## src/rtl/logic_unit_pipe.sv

```systemverilog
// logic_unit_pipe: eight-op bitwise logic unit behind a two-stage valid/ready pipeline with zero flag.
// Defining LOGIC_UNIT_PARITY_EN adds a registered PARITY output (XOR-reduce of Y).
module logic_unit_pipe #(
  parameter int WIDTH = 32
) (
  input  logic             CLK,
  input  logic             RST_N,
  input  logic             IN_VALID,
  output logic             IN_READY,
  input  logic [2:0]       OP,
  input  logic [WIDTH-1:0] A,
  input  logic [WIDTH-1:0] B,
  output logic             OUT_VALID,
  input  logic             OUT_READY,
  output logic [WIDTH-1:0] Y,
  output logic             ZERO
`ifdef LOGIC_UNIT_PARITY_EN
  ,
  output logic             PARITY
`endif
);

  function automatic logic [WIDTH-1:0] logic_op(input logic [2:0]       op,
                                                input logic [WIDTH-1:0] a,
                                                input logic [WIDTH-1:0] b);
    logic [WIDTH-1:0] r;
    case (op)
      3'b000:  r = a & b;
      3'b001:  r = a | b;
      3'b010:  r = ~(a | b);
      3'b011:  r = ~a;
      3'b100:  r = a ^ b;
      3'b101:  r = ~(a & b);
      3'b110:  r = ~(a ^ b);
      3'b111:  r = a;
      default: r = a;
    endcase
    return r;
  endfunction

  function automatic logic parity_of(input logic [WIDTH-1:0] v);
    return ^v;
  endfunction

  logic             s1_v_q, s1_v_d;
  logic [2:0]       s1_op_q, s1_op_d;
  logic [WIDTH-1:0] s1_a_q, s1_a_d;
  logic [WIDTH-1:0] s1_b_q, s1_b_d;
  logic             s2_v_q, s2_v_d;
  logic [WIDTH-1:0] y_q, y_d;
  logic             zero_q, zero_d;
`ifdef LOGIC_UNIT_PARITY_EN
  logic             parity_q, parity_d;
`endif

  logic             s2_load_s;
  logic             s1_load_s;
  logic [WIDTH-1:0] res_s;

  // Handshake decode and next-state for both stages; data only moves on a transfer.
  always_comb begin
    s2_load_s = !s2_v_q || OUT_READY;
    IN_READY  = !s1_v_q || s2_load_s;
    s1_load_s = IN_VALID && IN_READY;
    res_s     = logic_op(s1_op_q, s1_a_q, s1_b_q);

    s1_v_d  = s1_v_q;
    s1_op_d = s1_op_q;
    s1_a_d  = s1_a_q;
    s1_b_d  = s1_b_q;
    s2_v_d  = s2_v_q;
    y_d     = y_q;
    zero_d  = zero_q;
`ifdef LOGIC_UNIT_PARITY_EN
    parity_d = parity_q;
`endif

    if (IN_READY) begin
      s1_v_d = IN_VALID;
    end else begin
      s1_v_d = s1_v_q;
    end

    if (s1_load_s) begin
      s1_op_d = OP;
      s1_a_d  = A;
      s1_b_d  = B;
    end else begin
      s1_op_d = s1_op_q;
    end

    // An empty S1 still advances into S2 as a bubble, which clears s2_v.
    if (s2_load_s) begin
      s2_v_d = s1_v_q;
      if (s1_v_q) begin
        y_d    = res_s;
        zero_d = (res_s == {WIDTH{1'b0}});
`ifdef LOGIC_UNIT_PARITY_EN
        parity_d = parity_of(res_s);
`endif
      end else begin
        y_d = y_q;
      end
    end else begin
      s2_v_d = s2_v_q;
    end
  end

  // Pipeline registers with asynchronous clear of all in-flight state.
  always_ff @(posedge CLK or negedge RST_N) begin
    if (!RST_N) begin
      s1_v_q  <= 1'b0;
      s1_op_q <= 3'b000;
      s1_a_q  <= {WIDTH{1'b0}};
      s1_b_q  <= {WIDTH{1'b0}};
      s2_v_q  <= 1'b0;
      y_q     <= {WIDTH{1'b0}};
      zero_q  <= 1'b0;
`ifdef LOGIC_UNIT_PARITY_EN
      parity_q <= 1'b0;
`endif
    end else begin
      s1_v_q  <= s1_v_d;
      s1_op_q <= s1_op_d;
      s1_a_q  <= s1_a_d;
      s1_b_q  <= s1_b_d;
      s2_v_q  <= s2_v_d;
      y_q     <= y_d;
      zero_q  <= zero_d;
`ifdef LOGIC_UNIT_PARITY_EN
      parity_q <= parity_d;
`endif
    end
  end

  assign OUT_VALID = s2_v_q;
  assign Y         = y_q;
  assign ZERO      = zero_q;
`ifdef LOGIC_UNIT_PARITY_EN
  assign PARITY    = parity_q;
`endif

endmodule

```

## config.mk

```make
export PLATFORM = sky130hd
export DESIGN_NAME = logic_unit_pipe
export DESIGN_NICKNAME = d
export VERILOG_FILES = /design/src/rtl/logic_unit_pipe.sv
export SDC_FILE = /design/constraint.sdc
export NUM_CORES = 1
export LEC_CHECK = 0
export ABC_CLOCK_PERIOD_IN_PS = 2000
export BUFFER_PORTS_ARGS = -buffer_cell sky130_fd_sc_hd__clkbuf_2
export CAP_MARGIN = 10
export CORE_MARGIN = 3
export CORE_UTILIZATION = 50
export DETAILED_ROUTE_END_ITERATION = 7
export PLACE_DENSITY_LB_ADDON = 0.15
export SYNTH_ARGS = -nofsm -noshare
export SYNTH_HDL_FRONTEND = slang
export SYNTH_SLANG_ARGS = --single-unit
```

## constraint.sdc

```tcl
create_clock -name CLK -period 2 [get_ports CLK]
set_input_delay 0.4 -clock CLK [delete_from_list [all_inputs] [get_ports CLK]]
set_output_delay 0.4 -clock CLK [all_outputs]
set_load 0.02 [all_outputs]
```

==> impl_metrics.sql <==
INSERT INTO impl_metrics (metric_group, metric, value, unit) VALUES
('synth', 'syn_nets', '871', ''),
('power_and_ir_drop', 'powerDensity', '986', 'nW/µm²'),
('synth', 'synthesis.area_per_instance', '9.40', 'µm²'),
('synth', 'postSynth.asyncResetShare', '1.00', ''),
('global_routing', 'grt_util_met3', '0.0427', ''),
('cts', 'ctsHtreeMaxLevel', '3', ''),
('synth', 'synth-seq-area-share', '0.369', ''),
('synth', 'synthCells', '736', ''),
('global_routing', 'grt_util_all_layers', '0.267', ''),
('cts', 'clock_tree_from_tritoncts', 'built', ''),
('critical_path', 'crit_path_top_delay_cell', 'dfrtp_2', ''),
('global_routing', 'grtUsageMet2', '0.426', ''),
('detailed_routing', 'total_via_count_in_the_routed_design', '6421', ''),
('run', 'drv_cap', '0', ''),
('cts', 'cts.path.max_buffers', '2', ''),
('critical_path', 'setup_slack_reg_to_reg', '-0.19', 'ns'),
('global_routing', 'antenna_found_initial', '0', ''),
('synth', 'synth_flop_cell', 'dfrtp_1', ''),
('layout', 'mostFrequentLayoutCells', 'buf_4 (160), clkbuf_2 (104), dfrtp_1 (100)', ''),
('timing', 'timing.fmax', '0.456', 'GHz'),
('synth', 'synth_seq_cells', '102', ''),
('detailed_routing', 'routed_wirelength', '20100', 'µm'),
('die', 'rows', '42', ''),
('power_and_ir_drop', 'leakage', '4.70', 'nW'),
('status', 'status', 'finished, violations left', ''),
('timing', 'hold_viol_final', '0', ''),
('critical_path', 'crit_top_cell', 'nand4_1', ''),
('global_routing', 'grt_first_pass_wirelength', '31700', 'µm'),
('status', 'violations', 'negative setup slack', ''),
('detailed_routing', 'drtIter0Drc', '524', ''),
('timing', 'fin_setup_tns', '-0.192', 'ns'),
('global_routing', 'global_route.usage.met1', '0.368', ''),
('timing', 'clock-skew-final', '0.00476', 'ns'),
('detailed_routing', 'drt-wirelength-per-cell', '17.2', 'µm'),
('cts', 'cts-buffers-inserted', '9', ''),
('timing', 'post-route-period-util', '1.10', ''),
('detailed_routing', 'remaining_drc_errors', '0', ''),
('timing', 'postLayoutSetupSlackWorst', '-0.192', 'ns'),
('critical_path', 'worstPathCellList', 'bufbuf_16 > buf_6 > a21oi_1 > nor2_1 > a211oi_2 > nand4_1 > nor4_2 > nand4_1 > o31ai_1', ''),
('synth', 'post_synth_num_cell_types', '53', ''),
('timing', 'report.final.slew_viol_count', '0', ''),
('global_routing', 'grt-ovfl-total', '0', ''),
('layout', 'num_antenna_cells', '0', ''),
('critical_path', 'worst-path-buf-inv', '2', ''),
('layout', 'area_growth_from_synthesis_to_layout', '38.2', '%'),
('timing', 'worst_pin_slew', '0.526', 'ns'),
('critical_path', 'worstSetupPathType', 'reg -> reg', ''),
('critical_path', 'required', '2.27', 'ns'),
('layout', 'layout_commonest_cell', 'buf_4', ''),
('critical_path', 'capturing_element_type_of_the_critical_path', 'flop', ''),
('timing', 'max_slew_margin', '0.650', ''),
('synth', 'synthesis.area', '6920', 'µm²'),
('critical_path', 'reg2regPathDepth', '9', ''),
('global_routing', 'top_usage_layer', 'met2', ''),
('critical_path', 'critical-path-max-stage-delay', '0.45', 'ns'),
('detailed_routing', 'routed_via_density', '5.50', ''),
('layout', 'fraction_of_final_layout_cells_sized_beyond_drive_strength_1', '0.452', ''),
('timing', 'finalCriticalPeriod', '2.19', 'ns'),
('global_routing', 'via_count_of_the_first_global_routing_pass', '6412', ''),
('die', 'io_pins', '106', ''),
('die', 'die-area', '15300', 'µm²'),
('power_and_ir_drop', 'ir_worst_vdd', '0.534', 'mV'),
('place', 'place.gp.congestion', '0.881', ''),
('critical_path', 'timing.critical_path.fanout_max', '8', ''),
('critical_path', 'crit_path_start_kind', 'flop', ''),
('synth', 'synth_edf_count', '0', ''),
('timing', 'setup_viol', '1', ''),
('critical_path', 'r2r_start', 's1_op_q[0]$_DFFE_PN0P_', ''),
('place', 'place.port_buffers', '105', ''),
('place', 'hpwlAfterDp', '15000', 'µm'),
('timing', 'unrepaired_setup_endpoints_after_global_routing', 'yes', '');
==> metal layers <==
metal	vias to the layer above	part of all wire	wire length [µm]
li1	3104	-	-
met4	0	0.018	361
met5	-	0	0
met3	32	0.053	1060
met2	195	0.47	9360
met1	3090	0.46	9350
==> synth_stat cells, drive strengths merged, types with 2 or more instances <==
cell,instances,area [µm²]
a31oi,2,12.5
a221oi,8,76.3
a21oi,42,210
a21o,2,15.0
mux2,74,833
xor2,2,17.5
o21ai,74,370
nor2,41,154
inv,69,259
dfrtp,102,2550
a211oi,16,120
nor2b,8,50.1
a21boi,2,15.0
and2,4,25.0
nor3,3,15.0
o211a,3,30.0
o21a,2,15.0
o221ai,7,61.3
clkbuf,18,67.6
o211ai,4,30.0
nand2,74,283
nor4,2,12.5
a22oi,10,80.1
ha,64,801
buf,29,234
nand2b,5,31.3
nand3,4,20.0
mux2i,13,130
a221o,6,60.1
a2bb2oi,3,26.3
nand4,4,25.0
o32ai,3,26.3
xnor2,3,26.3
o22ai,22,138
==> area by class of cell <==
type	count	area, µm²
clock buffers	10	229
clock inverters	6	72.6
fillers	1030	3840
inverters	69	272
multi-input cells	518	4140
flip-flops and latches	102	2550
well taps	176	220
repair buffers	287	2070
==> state kept, by name, indices dropped and copies added, names as in the netlist <==
register / cells
Y: 32
ZERO: 1
s1_v_q: 1
s1_a_q: 32
s1_b_q: 32
s1_op_q: 3
OUT_VALID: 1
==> worst max path at each step <==
stage	from	to	cells past startpoint
6_report	s1_op_q[0]$_DFFE_PN0P_	ZERO$_DFFE_PN0P_	9
5_1_grt	s1_op_q[0]$_DFFE_PN0P_	ZERO$_DFFE_PN0P_	10
4_1_cts	s1_op_q[0]$_DFFE_PN0P_	ZERO$_DFFE_PN0P_	10
3_5_place_dp	s1_op_q[0]$_DFFE_PN0P_	ZERO$_DFFE_PN0P_	9
3_3_place_gp	s1_op_q[0]$_DFFE_PN0P_	ZERO$_DFFE_PN0P_	10
2_1_floorplan	OUT_VALID$_DFFE_PN0P_	s1_a_q[0]$_DFFE_PN0P_	5
==> stage by stage <==
step                area [µm²]  hold slack (ns)  cells  power [mW]  setup slack (ns)
global route              9560           0.0341   1168        10.0            -0.362
global placement          8630            0.402   1130        6.87            -0.355
floorplan                 6920            0.104    736        5.14           -0.0901
finish                    9560           0.0242   1168        9.43            -0.192
CTS                       9340           0.0297   1163        9.20            -0.134
detailed placement        8630            0.413   1130        7.00            -0.365
==> cell families (layout without fill, tap and decap cells) <==
kind of cell | after synthesis | count (layout) | share of synthesized area
AOI/OAI and AO/OA | 213 | 213 | 0.195
xor gates and xnor gates | 5 | 5 | 0.00633
adders and majority gates | 64 | 64 | 0.116
buffers and inverters | 116 | 372 | 0.0810
DFF | 102 | 102 | 0.369
muxes | 87 | 87 | 0.139
and+or+nand+nor | 149 | 149 | 0.0937
==> power by group <==
part / total (mW) / internal [mW] / switching, mW / leakage, nW
clock: 1.81 / 0.980 / 0.829 / 0.143
combinational: 4.83 / 2.33 / 2.49 / 3.36
sequential: 2.79 / 2.51 / 0.282 / 1.21
total: 9.43 / 5.82 / 3.61 / 4.70
==> repair_timing <==
item                       4_1_cts  5_1_grt
gates resized for setup         65       51
pin swaps                       26       18
setup endpoints to repair       15       17
gates cloned                     1        0
hold buffers                     0        0
buffers inserted                17        7
(Power assumes the default switching activity.)
